<file path="src/rtl/key_pkg.sv">
// Shared types and default timing for the push-button conditioner.
package key_pkg;

  typedef enum logic [2:0] {
    IDLE         = 3'd0,
    PRESS_WAIT   = 3'd1,
    HELD         = 3'd2,
    REPEATING    = 3'd3,
    RELEASE_WAIT = 3'd4
  } key_state_t;

  localparam int DEF_N_KEYS          = 4;
  localparam int DEF_DEBOUNCE_CYCLES = 50000;
  localparam int DEF_REPEAT_DELAY    = 25000000;
  localparam int DEF_REPEAT_PERIOD   = 5000000;

  // Counter width for a terminal count; never narrower than one bit.
  function automatic int cnt_width(input int n);
    return (n > 1) ? $clog2(n) : 1;
  endfunction

endpackage

</file>
<file path="src/rtl/key_conditioner_if.sv">
// Key bus between the raw buttons / enables and the conditioned event outputs.
interface key_conditioner_if
  import key_pkg::*;
#(
  parameter int N_KEYS = DEF_N_KEYS
);
  logic [N_KEYS-1:0] KEY;
  logic [N_KEYS-1:0] repeat_en;
  logic [N_KEYS-1:0] key_level;
  logic [N_KEYS-1:0] press_pulse;
  logic [N_KEYS-1:0] release_pulse;
  logic [N_KEYS-1:0] repeat_pulse;

  modport master (
    output KEY, repeat_en,
    input  key_level, press_pulse, release_pulse, repeat_pulse
  );

  modport slave (
    input  KEY, repeat_en,
    output key_level, press_pulse, release_pulse, repeat_pulse
  );
endinterface

</file>
<file path="src/rtl/key_channel.sv">
// One key: two-flop synchronizer, debounce FSM, hold/repeat counters, registered events.
module key_channel
  import key_pkg::*;
#(
  parameter int DEBOUNCE_CYCLES = DEF_DEBOUNCE_CYCLES,
  parameter int REPEAT_DELAY    = DEF_REPEAT_DELAY,
  parameter int REPEAT_PERIOD   = DEF_REPEAT_PERIOD
) (
  input  logic clk,
  input  logic reset_n,
  input  logic key_raw,
  input  logic repeat_en,
  output logic key_level,
  output logic press_pulse,
  output logic release_pulse,
  output logic repeat_pulse
);
  localparam int DW = cnt_width(DEBOUNCE_CYCLES);
  localparam int HW = cnt_width(REPEAT_DELAY);
  localparam int PW = cnt_width(REPEAT_PERIOD);
  // The detecting edge in IDLE/HELD is the first stable sample, so the last one is D-2.
  localparam logic [DW-1:0] DEB_LAST  = DW'(DEBOUNCE_CYCLES - 2);
  localparam logic [HW-1:0] HOLD_LAST = HW'(REPEAT_DELAY - 1);
  localparam logic [PW-1:0] PER_LAST  = PW'(REPEAT_PERIOD - 1);

  logic [1:0]    sync_r;
  key_state_t    state_r, state_s;
  logic [DW-1:0] deb_cnt_r, deb_cnt_s;
  logic [HW-1:0] hold_cnt_r, hold_cnt_s;
  logic [PW-1:0] per_cnt_r, per_cnt_s;
  logic          from_rep_r, from_rep_s;
  logic          level_r, press_r, release_r, repeat_r;
  logic          press_s, release_s, repeat_s;
  logic          pressed_s, hold_mode_s, repeat_mode_s;

  assign pressed_s     = ~sync_r[1];
  assign hold_mode_s   = (state_r == HELD) || ((state_r == RELEASE_WAIT) && !from_rep_r);
  assign repeat_mode_s = (state_r == REPEATING) || ((state_r == RELEASE_WAIT) && from_rep_r);

  // Next-state and event decode; hold/period counters keep running through a release bounce.
  always_comb begin
    state_s    = state_r;
    deb_cnt_s  = deb_cnt_r;
    from_rep_s = from_rep_r;
    press_s    = 1'b0;
    release_s  = 1'b0;
    repeat_s   = 1'b0;
    if (hold_mode_s && (hold_cnt_r != HOLD_LAST)) begin
      hold_cnt_s = hold_cnt_r + HW'(1);
    end else begin
      hold_cnt_s = hold_cnt_r;
    end
    if (repeat_mode_s) begin
      per_cnt_s = (per_cnt_r == PER_LAST) ? '0 : per_cnt_r + PW'(1);
      repeat_s  = (per_cnt_r == PER_LAST) && repeat_en;
    end else begin
      per_cnt_s = per_cnt_r;
    end
    case (state_r)
      IDLE: begin
        if (pressed_s) begin
          state_s   = PRESS_WAIT;
          deb_cnt_s = '0;
        end else begin
          state_s = IDLE;
        end
      end
      PRESS_WAIT: begin
        if (!pressed_s) begin
          state_s = IDLE;
        end else if (deb_cnt_r == DEB_LAST) begin
          state_s    = HELD;
          press_s    = 1'b1;
          hold_cnt_s = '0;
          from_rep_s = 1'b0;
        end else begin
          deb_cnt_s = deb_cnt_r + DW'(1);
        end
      end
      HELD: begin
        if (!pressed_s) begin
          state_s    = RELEASE_WAIT;
          deb_cnt_s  = '0;
          from_rep_s = 1'b0;
        end else if (repeat_en && (hold_cnt_r == HOLD_LAST)) begin
          state_s   = REPEATING;
          repeat_s  = 1'b1;
          per_cnt_s = '0;
        end else begin
          state_s = HELD;
        end
      end
      REPEATING: begin
        if (!pressed_s) begin
          state_s    = RELEASE_WAIT;
          deb_cnt_s  = '0;
          from_rep_s = 1'b1;
        end else begin
          state_s = REPEATING;
        end
      end
      RELEASE_WAIT: begin
        if (pressed_s) begin
          state_s = from_rep_r ? REPEATING : HELD;
        end else if (deb_cnt_r == DEB_LAST) begin
          state_s    = IDLE;
          release_s  = 1'b1;
          repeat_s   = 1'b0;
          hold_cnt_s = '0;
          per_cnt_s  = '0;
          from_rep_s = 1'b0;
        end else begin
          deb_cnt_s = deb_cnt_r + DW'(1);
        end
      end
      default: begin
        state_s = IDLE;
      end
    endcase
  end

  // State, counters, synchronizer and registered outputs.
  always_ff @(posedge clk) begin
    if (!reset_n) begin
      sync_r     <= 2'b11;
      state_r    <= IDLE;
      deb_cnt_r  <= '0;
      hold_cnt_r <= '0;
      per_cnt_r  <= '0;
      from_rep_r <= 1'b0;
      level_r    <= 1'b0;
      press_r    <= 1'b0;
      release_r  <= 1'b0;
      repeat_r   <= 1'b0;
    end else begin
      sync_r     <= {sync_r[0], key_raw};
      state_r    <= state_s;
      deb_cnt_r  <= deb_cnt_s;
      hold_cnt_r <= hold_cnt_s;
      per_cnt_r  <= per_cnt_s;
      from_rep_r <= from_rep_s;
      level_r    <= (state_s == HELD) || (state_s == REPEATING) || (state_s == RELEASE_WAIT);
      press_r    <= press_s;
      release_r  <= release_s;
      repeat_r   <= repeat_s;
    end
  end

  assign key_level     = level_r;
  assign press_pulse   = press_r;
  assign release_pulse = release_r;
  assign repeat_pulse  = repeat_r;

endmodule

</file>
<file path="src/rtl/key_conditioner.sv">
// Top level: one independent key_channel per push button on the key bus.
module key_conditioner
  import key_pkg::*;
#(
  parameter int N_KEYS          = DEF_N_KEYS,
  parameter int DEBOUNCE_CYCLES = DEF_DEBOUNCE_CYCLES,
  parameter int REPEAT_DELAY    = DEF_REPEAT_DELAY,
  parameter int REPEAT_PERIOD   = DEF_REPEAT_PERIOD
) (
  input logic               clk,
  input logic               reset_n,
  key_conditioner_if.slave  bus
);
  logic [N_KEYS-1:0] level_s, press_s, release_s, repeat_s;

  for (genvar i = 0; i < N_KEYS; i++) begin : g_key
    key_channel #(
      .DEBOUNCE_CYCLES (DEBOUNCE_CYCLES),
      .REPEAT_DELAY    (REPEAT_DELAY),
      .REPEAT_PERIOD   (REPEAT_PERIOD)
    ) u_channel (
      .clk           (clk),
      .reset_n       (reset_n),
      .key_raw       (bus.KEY[i]),
      .repeat_en     (bus.repeat_en[i]),
      .key_level     (level_s[i]),
      .press_pulse   (press_s[i]),
      .release_pulse (release_s[i]),
      .repeat_pulse  (repeat_s[i])
    );
  end

  assign bus.key_level     = level_s;
  assign bus.press_pulse   = press_s;
  assign bus.release_pulse = release_s;
  assign bus.repeat_pulse  = repeat_s;

endmodule
</file>
<file path="src/flat_wrapper.sv">
// flat-port wrapper written by rule: the top's interface ports become plain ports
module key_conditioner_flat import key_pkg::*;
#(
  parameter int N_KEYS          = DEF_N_KEYS,
  parameter int DEBOUNCE_CYCLES = DEF_DEBOUNCE_CYCLES,
  parameter int REPEAT_DELAY    = DEF_REPEAT_DELAY,
  parameter int REPEAT_PERIOD   = DEF_REPEAT_PERIOD
)
  (clk, reset_n, bus_KEY, bus_repeat_en, bus_key_level, bus_press_pulse, bus_release_pulse, bus_repeat_pulse);
  key_conditioner_if #(.N_KEYS(N_KEYS)) bus_i ();
  input logic clk;
  input logic reset_n;
  input wire logic [$bits(bus_i.KEY)-1:0] bus_KEY;
  input wire logic [$bits(bus_i.repeat_en)-1:0] bus_repeat_en;
  output wire logic [$bits(bus_i.key_level)-1:0] bus_key_level;
  output wire logic [$bits(bus_i.press_pulse)-1:0] bus_press_pulse;
  output wire logic [$bits(bus_i.release_pulse)-1:0] bus_release_pulse;
  output wire logic [$bits(bus_i.repeat_pulse)-1:0] bus_repeat_pulse;
  assign bus_i.KEY = bus_KEY;
  assign bus_i.repeat_en = bus_repeat_en;
  assign bus_key_level = bus_i.key_level;
  assign bus_press_pulse = bus_i.press_pulse;
  assign bus_release_pulse = bus_i.release_pulse;
  assign bus_repeat_pulse = bus_i.repeat_pulse;
  key_conditioner #(.N_KEYS(N_KEYS), .DEBOUNCE_CYCLES(DEBOUNCE_CYCLES), .REPEAT_DELAY(REPEAT_DELAY), .REPEAT_PERIOD(REPEAT_PERIOD)) u_core (.clk(clk), .reset_n(reset_n), .bus(bus_i));
endmodule
</file>
<file path="config.mk">
export PLATFORM = sky130hd
export DESIGN_NAME = key_conditioner_flat
export DESIGN_NICKNAME = d
export VERILOG_FILES = /design/src/rtl/key_pkg.sv /design/src/rtl/key_conditioner_if.sv /design/src/rtl/key_channel.sv /design/src/rtl/key_conditioner.sv /design/src/flat_wrapper.sv
export SDC_FILE = /design/constraint.sdc
export NUM_CORES = 1
export LEC_CHECK = 0
export BUFFER_PORTS_ARGS = -buffer_cell sky130_fd_sc_hd__buf_2
export CORE_MARGIN = 2
export CORE_UTILIZATION = 30
export CTS_CLUSTER_DIAMETER = 150
export DETAILED_ROUTE_END_ITERATION = 7
export PLACE_DENSITY = 0.47
export SLEW_MARGIN = 25
export SYNTH_ARGS = -nofsm -noshare
export SYNTH_HDL_FRONTEND = slang
export SYNTH_SLANG_ARGS = --single-unit
</file>
<file path="constraint.sdc">
create_clock -name clk -period 2.4 [get_ports clk]
set_input_delay 0.48 -clock clk [delete_from_list [all_inputs] [get_ports clk]]
set_output_delay 0.48 -clock clk [all_outputs]
set_load 0.05 [all_outputs]
</file>
After elaboration in Yosys (flattened, before gate mapping)
Index checks and enable logic that the tools add are counted.
- bits in registers: 296
- output and inout port bits: 16
- logic and storage cells: 361
- add/sub/neg operators: 12
- equal/unequal tests: 68
- multiplexer cells: 164
- bitwise logic cells: 5
- reductions and logical operators: 72
- operators by type and width (kind ; number):
    $mux W23 ; 24
    $mux W25 ; 16
    $mux W16 ; 20
    $pmux W16 S4 ; 4
    $pmux W25 S2 ; 4
    $pmux W23 S2 ; 4
    $add A25 B1 Y25 const B ; 4
    $eq A25 B25 Y1 const B ; 4
    $ne A25 B25 Y1 const B ; 4
    $add A23 B1 Y23 const B ; 4
    $eq A23 B23 Y1 const B ; 4
    $mux W3 ; 24
    $add A16 B1 Y16 const B ; 4
    $eq A16 B16 Y1 const B ; 4
    $pmux W3 S5 ; 4
    $mux W1 ; 56
    $eq A3 B2 Y1 const B ; 16
    $ne A2 B2 Y1 const B ; 20
    $reduce_and A5 Y1 ; 8
    $reduce_bool A4 Y1 ; 8
    $eq A3 B3 Y1 const B ; 8
    $logic_and A1 B1 Y1 ; 20
    $logic_or A1 B1 Y1 ; 16
    $pmux W1 S4 ; 4
    9 further kinds ; 37

Longest topological paths before layout
Gate-level depths: netlist (run 1).
- depth in word-level cells: 8
- gate-level depth with buffers: 10
- gate-level depth less buffers: 8

Hierarchy
From an unflattened synthesis (run 1), not the netlist that was laid out.
- cells, all modules: 1709
- area, all modules: 14801.7 µm²
- by module, submodules not included (module ; times used ; cells each ; area an instance (µm²)):
    key_channel at u_core.g_key[1].u_channel ... ; 2 ; 432 ; 3709.8
    key_channel at u_core.g_key[0].u_channel ; 1 ; 437 ; 3731.1
    key_channel at u_core.g_key[3].u_channel ; 1 ; 408 ; 3651.0

Least setup slack after synthesis (run 1)
OpenSTA, ideal clock, no wires.
- path type: register -> register
- start: register u_core.g_key[2].u_channel.deb_cnt_r[5]
- end: register u_core.g_key[2].u_channel.per_cnt_r[12]
- setup time: 0.115 ns
- data arrival time: 2.234 ns
- data required time: 2.285 ns
- path slack: 0.051 ns
- stages on the path, launching flop included: 9
- path through: dfxtp_1 > or4b_1 > or4_1 > buf_2 > or3_4 > nand2_1 > or3b_4 > buf_6 > nor2_1
- word-level cells in the longest chain between the ends: 4
- ends and longest elaborated chain (what ; RTL line ; source):
    start: declaration ; key_channel.sv:28 ; logic [DW-1:0] deb_cnt_r, deb_cnt_s;
    start signal: assignment ; key_channel.sv:138 ; deb_cnt_r <= deb_cnt_s;
    $eq A16 B16 Y1 ; key_channel.sv:105 ; end else if (deb_cnt_r == DEB_LAST) begin
    $mux W23 ; key_channel.sv:105 ;
    $mux W23 ; key_channel.sv:103 ; if (pressed_s) begin
    $pmux W23 S2 ; key_channel.sv:59 ; case (state_r)
    end signal: assignment ; key_channel.sv:140 ; per_cnt_r <= per_cnt_s;
    end: declaration ; key_channel.sv:30 ; logic [PW-1:0] per_cnt_r, per_cnt_s;
Every way passes these cells.
A chain may end at the register's enable or synchronous reset.

Worst setup path after layout (run 1)
- start: register u_core.g_key[0].u_channel.deb_cnt_r[7]
- end: register u_core.g_key[0].u_channel.deb_cnt_r[0]
- word-level cells in the longest chain between the ends: 4
- elaborated cells on any way between the ends: 5
- classes of those cells: eq/ne (1); mux (4)
- ends and longest elaborated chain (what ; RTL line):
    start: declaration ; key_channel.sv:28
    start signal: assignment ; key_channel.sv:138
    $eq A16 B16 Y1 (*) ; key_channel.sv:71, key_channel.sv:105
    $mux W16 (*) ; --
    $mux W16, on equally long branches ; --
    $pmux W16 S4 (*) ; --
Mark *: on every way between the ends. The rest lies on a longest branch, timed or not. The select of a mux whose other input is x is not followed.

==> results.env, run 1 <==
SYNTH.YOSYS.SEQ_AREA_SHARE=0.417
HOLD_PATH_CLASS='in -> reg'
CP_MAX_FO=3
DETAILROUTE.VIA_COUNT=11600
NUMCLOCKSINKS=296
R2R.WORST_PATH.CELLS=6
DETAILED_ROUTE_WIRE_LENGTH_PER_CELL_UM=12.9
FILLERS=4827
SYNTH.YOSYS.WARNINGS=0
DIE_WIDTH_UM=222
LEAKAGE_POWER_OF_THE_DESIGN_nW=5.95
SYNTH.DISTINCT_CELLS=75
POWER_DENSITY_nW_PER_UM2=629
AREA_GROWTH_PCT=18.2
SYNTH.FF_LATCH_COUNT=296
VIASPERCELL=4.81
LAYOUT_COMMONEST_CELL='sky130_fd_sc_hd__nor2_1'
FINALCLOCKSKEW_NS=0.0123
CRIT_PATH_END_KIND='register'
CRIT_PATH_CATEGORY='reg -> reg'
START_UTIL=0.304
SYNTH_ASYNC_SR_FLOP_SHARE=0
ROUTABILITYCONGESTION=0.766
ANTENNA_CELLS_INSERTED=0
FIN_NETS=1808
R2R_SLACK_NS=0.1
GRT_USE_TOTAL=0.126
PEAK_FREQ_GHz=0.435
WIRELENGTH_UM=31100
SETUP_VIOL=0
CTS.REPORTEDPATHS.CLKPINSLEW_NS=0.06
HOLD_VIOLATIONS=0
CLOCK-ROOT-BUFFER='sky130_fd_sc_hd__clkbuf_16'
SETUP.WORST_PATH.START='u_core.g_key[0].u_channel.deb_cnt_r[7]'
TIGHTEST_SLEW_NS=0.697
PLACE_HPWL_UM=21000
FP.DIEAREA_UM2=49100
FINAL_CORE_DENSITY=0.360
BOUNDARYPINS=26
CLK_LATENCY_NS=0.53
PLACEMENT.IO_BUFFERS=25
CTSHTREEMAXLEVEL=2
TIMING.RR.START='u_core.g_key[0].u_channel.deb_cnt_r[7]'
GRT_OVERFLOW_TOTAL=0
POST_SYN_NETS=1722
POST_ROUTE_CELLS_DRIVE_ABOVE_1_SHARE=0.122
ANTENNA_LEFT=0
RELSLEWSLACK=0.533
MAX_CAP_VIOL_COUNT=0
CTS_TREE='done'
FINALPOWER_mW=10.6
SYNTH_FLOP_CELL='sky130_fd_sc_hd__dfxtp_1'
DRC=0
FINAL_CELLS=2414
NUMBER_OF_SYNTHESIZED_FLOPS_WITH_AN_ENABLE_PIN=0
GRT_ANTENNA_BEFORE_REPAIR=0
WORST_IR_DROP_VDD_uV=367
FINAL_PERIOD_MINUS_WORST_SETUP_SLACK_NS=2.30
LARGEST_NET_DEGREE_AT_THE_START_OF_GLOBAL_ROUTING=32
WORST_SETUP_PATH_START_KIND='register'
GRT_FIRST_PASS_WIRELENGTH_UM=53300
RUN_STATUS='finished clean'
CTSHOLDBUFFERS=0
DRT_PASS1_ITERATIONS=4
NUM_ROWS=79
NUMBER_OF_SLEW_LIMIT_VIOLATIONS_IN_THE_FINAL_REPORT=0
SYN-INSTANCE-COUNT=1696
CELLS_AFTER_DPL=2348
POSTSYNTHAREAPERCELL_UM2=8.37
SYN_AREA_UM2=14200
RR_ENDPOINT='u_core.g_key[0].u_channel.deb_cnt_r[0]'
TIMING.HOLD.WORST.START='bus_KEY[1]'
GRT_SETUP_UNREPAIRED='no'
FP.COREAREA_UM2=46700
MAX_BUFFERS_ROOT_TO_SINK=3
FINAL.PERIOD_UTILIZATION=0.959
VIAS_IN_THE_FIRST_GLOBAL_ROUTE=11100
LAYOUT.CELLS.MOST_COMMON_LIST='sky130_fd_sc_hd__nor2_1 (298), sky130_fd_sc_hd__dfxtp_1 (295), sky130_fd_sc_hd__nand2_1 (141), sky130_fd_sc_hd__xor2_1 (130), sky130_fd_sc_hd__nand3_1 (103)'
FIRST_ITER_VIOLATIONS=469
CRITICAL_PATH_ARRIVAL_NS=2.72
CP-ENDPOINT='u_core.g_key[0].u_channel.deb_cnt_r[0]'
TRITONCTS.NUM_BUFFERS=36
CRITPATHREQUIREDTIME_NS=2.82
DIE_H_UM=222
-- Yosys cell counts (8+ instances only) --
cell type	n	area share
sky130_fd_sc_hd__inv_1	34	0.0090
sky130_fd_sc_hd__nor4_1	37	0.016
sky130_fd_sc_hd__nand3b_1	9	0.0048
sky130_fd_sc_hd__and2_1	9	0.0040
sky130_fd_sc_hd__xor2_1	130	0.080
sky130_fd_sc_hd__or3_1	23	0.010
sky130_fd_sc_hd__and4_1	18	0.011
sky130_fd_sc_hd__clkbuf_1	41	0.011
sky130_fd_sc_hd__dfxtp_1	296	0.42
sky130_fd_sc_hd__nor3b_1	8	0.0042
sky130_fd_sc_hd__a21oi_1	56	0.020
sky130_fd_sc_hd__nand2b_1	21	0.0093
sky130_fd_sc_hd__buf_2	10	0.0035
sky130_fd_sc_hd__xnor2_1	92	0.057
sky130_fd_sc_hd__nand4_1	63	0.028
sky130_fd_sc_hd__o21ai_0	33	0.012
sky130_fd_sc_hd__and3_1	49	0.022
sky130_fd_sc_hd__or4_1	11	0.0058
sky130_fd_sc_hd__nand3_1	103	0.036
sky130_fd_sc_hd__nor4b_1	12	0.0074
sky130_fd_sc_hd__ha_1	16	0.014
sky130_fd_sc_hd__buf_4	16	0.0085
sky130_fd_sc_hd__or2_2	8	0.0035
sky130_fd_sc_hd__nor2_1	298	0.079
sky130_fd_sc_hd__nand2_1	141	0.037
sky130_fd_sc_hd__nor3_1	46	0.016
-- worst max-delay path, cell delays in order (launching register included) --
cell,delay (ns)
sky130_fd_sc_hd__dfxtp_1,0.32
sky130_fd_sc_hd__or4b_2,0.72
sky130_fd_sc_hd__or4_1,0.56
sky130_fd_sc_hd__buf_4,0.17
sky130_fd_sc_hd__a31oi_1,0.17
sky130_fd_sc_hd__nor2_1,0.06
sky130_fd_sc_hd__nor4_1,0.20
-- layer usage --
layer,share of wire,track usage,vias up
li1,-,-,6061
met1,0.49,0.166,5422
met2,0.46,0.209,81
met3,0.027,0.0216,48
met4,0.023,0.0464,0
met5,0,0,-
-- final cells by class --
| type | instances | area (um2) | share of cell area |
|---|---|---|---|
| timing repair buffer | 122 | 936 | 0.0558 |
| tap | 607 | 759 | 0.0452 |
| clock buffer | 60 | 1130 | 0.0675 |
| inverter | 34 | 128 | 0.00760 |
| clock inverter | 3 | 40.0 | 0.00239 |
| multi-input combinational | 1292 | 7870 | 0.469 |
| sequential | 296 | 5930 | 0.353 |
-- stage by stage --
| step | worst slack (ns) | area [um2] | setup TNS [ns] | hold slack (ns) |
|---|---|---|---|---|
| floorplan | 0.0514 | 14200 | 0 | 0.386 |
| global placement | 0.0188 | 15500 | 0 | 0.390 |
| detailed placement | -0.0364 | 15500 | -0.136 | 0.395 |
| CTS | 0.00879 | 16700 | 0 | 0.0889 |
| global route | 0.000438 | 16800 | 0 | 0.121 |
| finish | 0.0990 | 16800 | 0 | 0.128 |
-- sequential cells by signal (all words and copies together), names as in the netlist --
name,count
u_core.g_key.u_channel.release_pulse,4
u_core.g_key.u_channel.deb_cnt_r,64
u_core.g_key.u_channel.sync_r,8
u_core.g_key.u_channel.from_rep_r,4
u_core.g_key.u_channel.press_pulse,4
u_core.g_key.u_channel.state_r,12
u_core.g_key.u_channel.per_cnt_r,92
u_core.g_key.u_channel.hold_cnt_r,100
u_core.g_key.u_channel.repeat_pulse,4
u_core.g_key.u_channel.key_level,4
-- power breakdown --
group	internal [mW]	switching [mW]	total [mW]	leakage [nW]
clock	3.30	2.10	5.40	0.577
sequential	4.92	0.00910	4.93	2.39
combinational	0.0769	0.146	0.223	2.99
total	8.30	2.26	10.6	5.95
-- logic make-up after synthesis --
group                      synth area share
adders and majority gates            0.0141
xor gates and xnor gates              0.137
DFF                                   0.417
muxes                               0.00212
buffers and inverters                0.0355
and+or+nand+nor                       0.325
AOI/OAI and AO/OA                    0.0692
-- timing repair --
action | in CTS | in global routing
cloned | 0 | 1
gates resized for setup | 2 | 17
endpoints found under the setup margin | 5 | 102
setup buffers | 0 | 2
pin swaps | 0 | 4
-- how the worst min path moves through the flow --
stage	end	slack [ns]	depth (start not counted)
after floorplan	u_core.g_key[0].u_channel.sync_r[1]	0.39	1
after global placement	u_core.g_key[0].u_channel.sync_r[1]	0.39	1
after detailed placement	u_core.g_key[3].u_channel.sync_r[1]	0.39	1
after CTS	u_core.g_key[1].u_channel.sync_r[0]	0.09	2
after global routing	u_core.g_key[3].u_channel.sync_r[0]	0.12	2
final	u_core.g_key[1].u_channel.sync_r[0]	0.13	2
Note: power is estimated with default switching activity, not from simulation.
==> run 2: changes to the inputs <==
==> constraint.sdc (replaced) <==
create_clock -name clk -period 2.1 [get_ports clk]
set_input_delay 0.42 -clock clk [delete_from_list [all_inputs] [get_ports clk]]
set_output_delay 0.42 -clock clk [all_outputs]
set_load 0.05 [all_outputs]
==> run 2 against run 1 <==
  * The flow now finishes with violations (setup timing)
  * Die area unchanged
  * Non-clock buffer count is 89 higher
  * Sequential share of layout area shrank 2.8 points
  * Clock power grew 22%
  * Sequential cell count stayed put
  * Count of clock-buffer cells in the layout down 4
  * Wire length grew 6.8%
  * Utilization increased by 3.1 points
  * Power increased by 19%
  * Clock skew increased by 0.0049 ns
  * Critical path depth grew 1
  * First-iteration DRC count is 19% higher
  * Critical path type unchanged
  * Largest cell class unchanged
  * Highest routed layer unchanged
==> results.env, run 2 (synthesized netlist as in run 1, its figures left out) <==
DRT_PASS1_ITERATIONS=5
HOLD_VIOLATIONS=0
MAX_BUFFERS_ROOT_TO_SINK=3
CRIT_PATH_END_KIND='register'
CTS.REPORTEDPATHS.CLKPINSLEW_NS=0.05
FINALPOWER_mW=12.6
LARGEST_NET_DEGREE_AT_THE_START_OF_GLOBAL_ROUTING=32
WORST_SETUP_PATH_START_KIND='register'
PEAK_FREQ_GHz=0.447
POWER_DENSITY_nW_PER_UM2=688
CRIT_PATH_CATEGORY='reg -> reg'
GRT_ANTENNA_BEFORE_REPAIR=0
NUM_ROWS=79
FILLERS=4723
GRT_FIRST_PASS_WIRELENGTH_UM=55700
FINAL_PERIOD_MINUS_WORST_SETUP_SLACK_NS=2.24
VIAS_IN_THE_FIRST_GLOBAL_ROUTE=11800
DIE_H_UM=222
AREA_GROWTH_PCT=28.6
CTSHTREEMAXLEVEL=2
CTSHOLDBUFFERS=0
TRITONCTS.NUM_BUFFERS=38
LAYOUT.CELLS.MOST_COMMON_LIST='sky130_fd_sc_hd__dfxtp_1 (288), sky130_fd_sc_hd__nor2_1 (273), sky130_fd_sc_hd__buf_4 (162), sky130_fd_sc_hd__nand2_1 (135), sky130_fd_sc_hd__xor2_1 (129)'
HOLD_PATH_CLASS='in -> reg'
MAX_CAP_VIOL_COUNT=0
DETAILED_ROUTE_WIRE_LENGTH_PER_CELL_UM=13.2
LAYOUT_COMMONEST_CELL='sky130_fd_sc_hd__dfxtp_1'
CLOCK-ROOT-BUFFER='sky130_fd_sc_hd__clkbuf_16'
TIGHTEST_SLEW_NS=0.478
POST_ROUTE_CELLS_DRIVE_ABOVE_1_SHARE=0.216
DRC=0
GRT_SETUP_UNREPAIRED='yes'
BIGGEST_REGISTERS_AFTER_LAYOUT='u_core.g_key.u_channel.hold_cnt_r: 100 flops, u_core.g_key.u_channel.per_cnt_r: 92 flops, u_core.g_key.u_channel.deb_cnt_r: 64 flops'
PLACEMENT.IO_BUFFERS=25
FINAL_SETUP_MARGIN_NS=-0.138
CLK_LATENCY_NS=0.55
GRT_USE_TOTAL=0.132
FIRST_ITER_VIOLATIONS=556
VIOLATIONS_IN_THE_FINAL_REPORTS='setup timing'
START_UTIL=0.304
LARGEST_REGISTER_FF_COUNT=100
VIASPERCELL=4.79
WIRELENGTH_UM=33200
FP.COREAREA_UM2=46700
CTS_TREE='done'
ANTENNA_LEFT=0
FIN_NETS=1903
R2R.WORST_PATH.CELLS=7
RUN_STATUS='finished with violations'
DPL_WORST_SLACK_NS=-0.288
LEAKAGE_POWER_OF_THE_DESIGN_nW=6.53
ROUTABILITYCONGESTION=0.780
DIE_WIDTH_UM=222
FINALCLOCKSKEW_NS=0.0172
CRITICAL_PATH_ARRIVAL_NS=2.67
DETAILROUTE.VIA_COUNT=12000
CP_MAX_FO=6
PLACE_HPWL_UM=22100
GRT_OVERFLOW_TOTAL=0
ANTENNA_CELLS_INSERTED=0
WORST_IR_DROP_VDD_uV=333
NUMBER_OF_SLEW_LIMIT_VIOLATIONS_IN_THE_FINAL_REPORT=0
RELSLEWSLACK=0.680
LARGEST-REGISTER='u_core.g_key.u_channel.hold_cnt_r'
FINAL.PERIOD_UTILIZATION=1.07
NUMCLOCKSINKS=296
FP.DIEAREA_UM2=49100
MIN_DELAY_PATH_DEPTH=2
BOUNDARYPINS=26
SETUP_VIOL=60
CRITPATHREQUIREDTIME_NS=2.53
[run 2: layer usage]
| metal | track usage | share of wire | vias to the layer above |
|---|---|---|---|
| li1 | - | - | 6257 |
| met1 | 0.173 | 0.48 | 5594 |
| met2 | 0.217 | 0.46 | 124 |
| met3 | 0.0209 | 0.029 | 56 |
| met4 | 0.0569 | 0.026 | 0 |
| met5 | 0 | 0 | - |
[run 2: through the flow]
stage | TNS, ns | cells | cell area, um2 | hold WS (ns) | utilization
floorplan | -6.20 | 1696 | 14300 | 0.386 | -
global placement | -12.35 | 2423 | 16200 | 0.398 | 0.347
global route | -9.83 | 2511 | 18300 | 0.0535 | 0.391
CTS | -5.33 | 2498 | 17700 | 0.0233 | 0.378
finish | -5.12 | 2511 | 18300 | 0.0592 | 0.391
detailed placement | -14.89 | 2423 | 16200 | 0.400 | 0.347
[run 2: what timing repair did]
| item | CTS | global route |
|---|---|---|
| pin swaps | 14 | 78 |
| endpoints found under the hold margin | 0 | 0 |
| gates cloned | 4 | 7 |
| setup endpoints to repair | 111 | 206 |
| resized for setup | 22 | 113 |
| buffers inserted | 4 | 8 |
[run 2: report_power, final]
group	switching (mW)	internal, mW
clock network	2.53	4.07
registers	0.0108	5.63
logic	0.192	0.119
[run 2: cell type report]
cell class | count | area [um2] | area share
Timing Repair Buffer | 211 | 1740 | 0.0953
Multi-Input combinational cell | 1296 | 8410 | 0.461
Tap cell | 607 | 759 | 0.0416
Sequential cell | 296 | 5940 | 0.325
Inverter | 34 | 128 | 0.00699
Clock buffer | 56 | 1160 | 0.0637
Clock inverter | 11 | 119 | 0.00651
[run 2: path summary, 6_finish.rpt]
path                                                               from                                 endpoint  slack (ns)
worst max-delay path            u_core.g_key[2].u_channel.deb_cnt_r[12]  u_core.g_key[2].u_channel.hold_cnt_r[1]       -0.14
worst min-delay path                                         bus_KEY[1]      u_core.g_key[1].u_channel.sync_r[0]        0.06
worst max register to register  u_core.g_key[2].u_channel.deb_cnt_r[12]  u_core.g_key[2].u_channel.hold_cnt_r[1]       -0.14
worst min register to register      u_core.g_key[2].u_channel.sync_r[0]      u_core.g_key[2].u_channel.sync_r[1]        0.41
[run 2: critical path, stage by stage, from the launching register on]
cell and delay (ns):
sky130_fd_sc_hd__dfxtp_2 0.31, sky130_fd_sc_hd__or4_4 0.53, sky130_fd_sc_hd__or4_4 0.56, sky130_fd_sc_hd__buf_6 0.16, sky130_fd_sc_hd__o31ai_4 0.22, sky130_fd_sc_hd__buf_6 0.16
sky130_fd_sc_hd__clkbuf_16 0.15, sky130_fd_sc_hd__nor2_2 0.04
==> run 3: changes to the inputs <==
--- a/config.mk
+++ b/config.mk
@@ -10,7 +10,7 @@
 export CORE_UTILIZATION = 30
 export CTS_CLUSTER_DIAMETER = 150
 export DETAILED_ROUTE_END_ITERATION = 7
-export PLACE_DENSITY = 0.47
+export PLACE_DENSITY = 0.45
 export SLEW_MARGIN = 25
 export SYNTH_ARGS = -nofsm -noshare
 export SYNTH_HDL_FRONTEND = slang
==> constraint.sdc (replaced) <==
create_clock -name clk -period 2.8 [get_ports clk]
set_input_delay 0.56 -clock clk [delete_from_list [all_inputs] [get_ports clk]]
set_output_delay 0.56 -clock clk [all_outputs]
set_load 0.05 [all_outputs]
==> run 3 against run 2 <==
  * The run now ends clean
  * First-iteration DRC count is 12% lower
  * Maximum frequency is 14% lower
  * Worst hold slack better by 0.15 ns
  * Clock power is 25% lower
  * Critical path depth is 1 lower
  * Global-route usage is 0.67 points lower
  * Die area stayed put
  * Design area is 11% lower
  * Critical path type unchanged
  * Largest power group unchanged
  * Highest routed layer unchanged
==> results.env, run 3 (synthesized netlist as in run 1, its figures left out) <==
RUN_STATUS='finished clean'
FIRST_ITER_VIOLATIONS=491
COMB_POWER_SHARE=0.017
NUMBER_OF_SLEW_LIMIT_VIOLATIONS_IN_THE_FINAL_REPORT=0
DETAILED_ROUTE_WIRE_LENGTH_PER_CELL_UM=13.1
SETUP.WORST_PATH.START='u_core.g_key[1].u_channel.deb_cnt_r[5]'
LARGEST-REGISTER='u_core.g_key.u_channel.hold_cnt_r'
CTSHOLDBUFFERS=0
POWER.SWITCHING_FRACTION=0.214
WIRELENGTH_UM=30900
BOUNDARYPINS=26
CRITICAL_PATH_STAGES=6
START_UTIL=0.304
CP-ENDPOINT='u_core.g_key[1].u_channel.per_cnt_r[17]'
PEAK_FREQ_GHz=0.383
CRIT_PATH_END_KIND='register'
AREA_GROWTH_PCT=15.0
CTSHTREEMAXLEVEL=2
GRT_SETUP_UNREPAIRED='no'
FINAL_PERIOD_MINUS_WORST_SETUP_SLACK_NS=2.61
BIGGEST_REGISTERS_AFTER_LAYOUT='u_core.g_key.u_channel.hold_cnt_r: 100 flops, u_core.g_key.u_channel.per_cnt_r: 92 flops, u_core.g_key.u_channel.deb_cnt_r: 64 flops'
DIE_H_UM=222
FILLERS=4939
CRITICAL_PATH_CELL_SEQUENCE='or4b_2 > nor4_4 > a21oi_1 > o21ai_2 > o21bai_4 > nor2_1'
DIE_WIDTH_UM=222
NUMCLOCKSINKS=296
POWER_DENSITY_nW_PER_UM2=571
RR_ENDPOINT='u_core.g_key[1].u_channel.per_cnt_r[17]'
GRT_ANTENNA_BEFORE_REPAIR=0
P_INT_mW=7.33
FP.COREAREA_UM2=46700
SETUP_VIOL=0
MAX_CAP_VIOL_COUNT=0
POSTCTSSETUPREPAIRBUFS=0
CRIT_PATH_CATEGORY='reg -> reg'
SLOWEST_DELAY_NS=0.71
FINALCLOCKSKEW_NS=0.0164
RELSLEWSLACK=0.482
FINALPOWER_mW=9.33
PLACE_HPWL_UM=20800
TIGHTEST_SLEW_NS=0.774
POSTCTSRESIZEDCELLS=0
MULTI_INPUT_COMB_AREA_UM2=7770
DRT_PASS1_ITERATIONS=5
POST_ROUTE_CELLS_DRIVE_ABOVE_1_SHARE=0.0933
NUM_ROWS=79
CRITICAL_PATH_TOP_DELAY_CELL='sky130_fd_sc_hd__or4b_2'
PLACEMENT.IO_BUFFERS=25
ANTENNA_LEFT=0
LEAKAGE_POWER_OF_THE_DESIGN_nW=5.68
HOLD_PATH_CLASS='in -> reg'
LARGEST_NET_DEGREE_AT_THE_START_OF_GLOBAL_ROUTING=28
ANTENNA_CELLS_INSERTED=0
FP.DIEAREA_UM2=49100
FIN_NETS=1755
WORST_IR_DROP_VDD_uV=291
FIN_SETUP_TNS_NS=0
HOLD_VIOLATIONS=0
WORSTPATHBUFFERINVERTERCOUNT=0
LAYOUT.CELLS.MOST_COMMON_LIST='sky130_fd_sc_hd__nor2_1 (298), sky130_fd_sc_hd__dfxtp_1 (296), sky130_fd_sc_hd__nand2_1 (141), sky130_fd_sc_hd__xor2_1 (130), sky130_fd_sc_hd__nand3_1 (103)'
CTS_TREE='done'
GRT_FIRST_PASS_WIRELENGTH_UM=52500
LAYOUT_COMMONEST_CELL='sky130_fd_sc_hd__nor2_1'
FF_LATCH_AREA_UM2=5930
TRITONCTS.NUM_BUFFERS=36
GRT_OVERFLOW_TOTAL=0
P_SW_mW=2.00
CTS.REPORTEDPATHS.CLKPINSLEW_NS=0.05
CLOCK_POWER_SHARE=0.529
R2R_SLACK_NS=0.19
MAX_BUFFERS_ROOT_TO_SINK=3
R2R.WORST_PATH.CELLS=6
CP_TOP_DELAY_FAMILY='simple AND/OR/NAND/NOR gates'
DETAILROUTE.VIA_COUNT=11400
LARGEST_REGISTER_FF_COUNT=100
WORST_SETUP_PATH_START_KIND='register'
DRC=0
VIAS_IN_THE_FIRST_GLOBAL_ROUTE=10800
CLK_LATENCY_NS=0.55
CLOCK-ROOT-BUFFER='sky130_fd_sc_hd__clkbuf_16'
CP_MAX_FO=18
VIASPERCELL=4.83
TIMING.RR.START='u_core.g_key[1].u_channel.deb_cnt_r[5]'
P_SEQ_FRAC=0.454
ROUTABILITYCONGESTION=0.747
CRITICAL_PATH_ARRIVAL_NS=3.01
FINAL.PERIOD_UTILIZATION=0.932
GRT_USE_TOTAL=0.126
CRITPATHREQUIREDTIME_NS=3.20
==> run 3: layer usage <==
layer | GRT usage | part of all wire | wire, um
met5 | 0 | 0 | 0
met1 | 0.167 | 0.50 | 15400
met3 | 0.0270 | 0.032 | 996
met2 | 0.204 | 0.45 | 13900
met4 | 0.0379 | 0.020 | 613
==> run 3: through the flow <==
step / util / hold slack [ns] / setup slack, ns / cell area (um2) / cells
after floorplan: - / 0.386 / 0.451 / 14200 / 1696
after global placement: 0.323 / 0.390 / 0.232 / 15100 / 2298
after detailed placement: 0.323 / 0.391 / 0.166 / 15100 / 2298
after CTS: 0.350 / 0.166 / 0.151 / 16300 / 2364
after global routing: 0.350 / 0.181 / 0.0223 / 16300 / 2364
final: 0.350 / 0.207 / 0.190 / 16300 / 2364
==> run 3: worst min path at each step <==
stage,from,to,cells after the start
4_1_cts,bus_KEY[2],u_core.g_key[2].u_channel.sync_r[0],2
3_5_place_dp,u_core.g_key[1].u_channel.sync_r[0],u_core.g_key[1].u_channel.sync_r[1],1
6_report,bus_KEY[2],u_core.g_key[2].u_channel.sync_r[0],2
3_3_place_gp,u_core.g_key[1].u_channel.sync_r[0],u_core.g_key[1].u_channel.sync_r[1],1
2_1_floorplan,u_core.g_key[0].u_channel.sync_r[0],u_core.g_key[0].u_channel.sync_r[1],1
5_1_grt,bus_KEY[2],u_core.g_key[2].u_channel.sync_r[0],2
==> run 3: layout make-up <==
type	count	share of cell area
Multi-Input combinational cell	1291	0.476
Sequential cell	296	0.363
Clock buffer	52	0.0663
Tap cell	607	0.0465
Timing Repair Buffer	70	0.0291
Clock inverter	14	0.0111
Inverter	34	0.00782
==> run 3: worst reg2reg max path, stage by stage (launching register included) <==
cell	delay, ns
sky130_fd_sc_hd__dfxtp_1	0.34
sky130_fd_sc_hd__or4b_2	0.71
sky130_fd_sc_hd__nor4_4	0.61
sky130_fd_sc_hd__a21oi_1	0.22
sky130_fd_sc_hd__o21ai_2	0.18
sky130_fd_sc_hd__o21bai_4	0.31
sky130_fd_sc_hd__nor2_1	0.11
==> run 3: power groups by stage <==
stage	clock network, mW	registers (mW)	logic, mW
floorplan	0	4.32	0.114
global placement	0	4.32	0.168
detailed placement	0	4.32	0.167
CTS	5.15	4.23	0.167
global route	5.30	4.23	0.182
finish	4.93	4.23	0.162
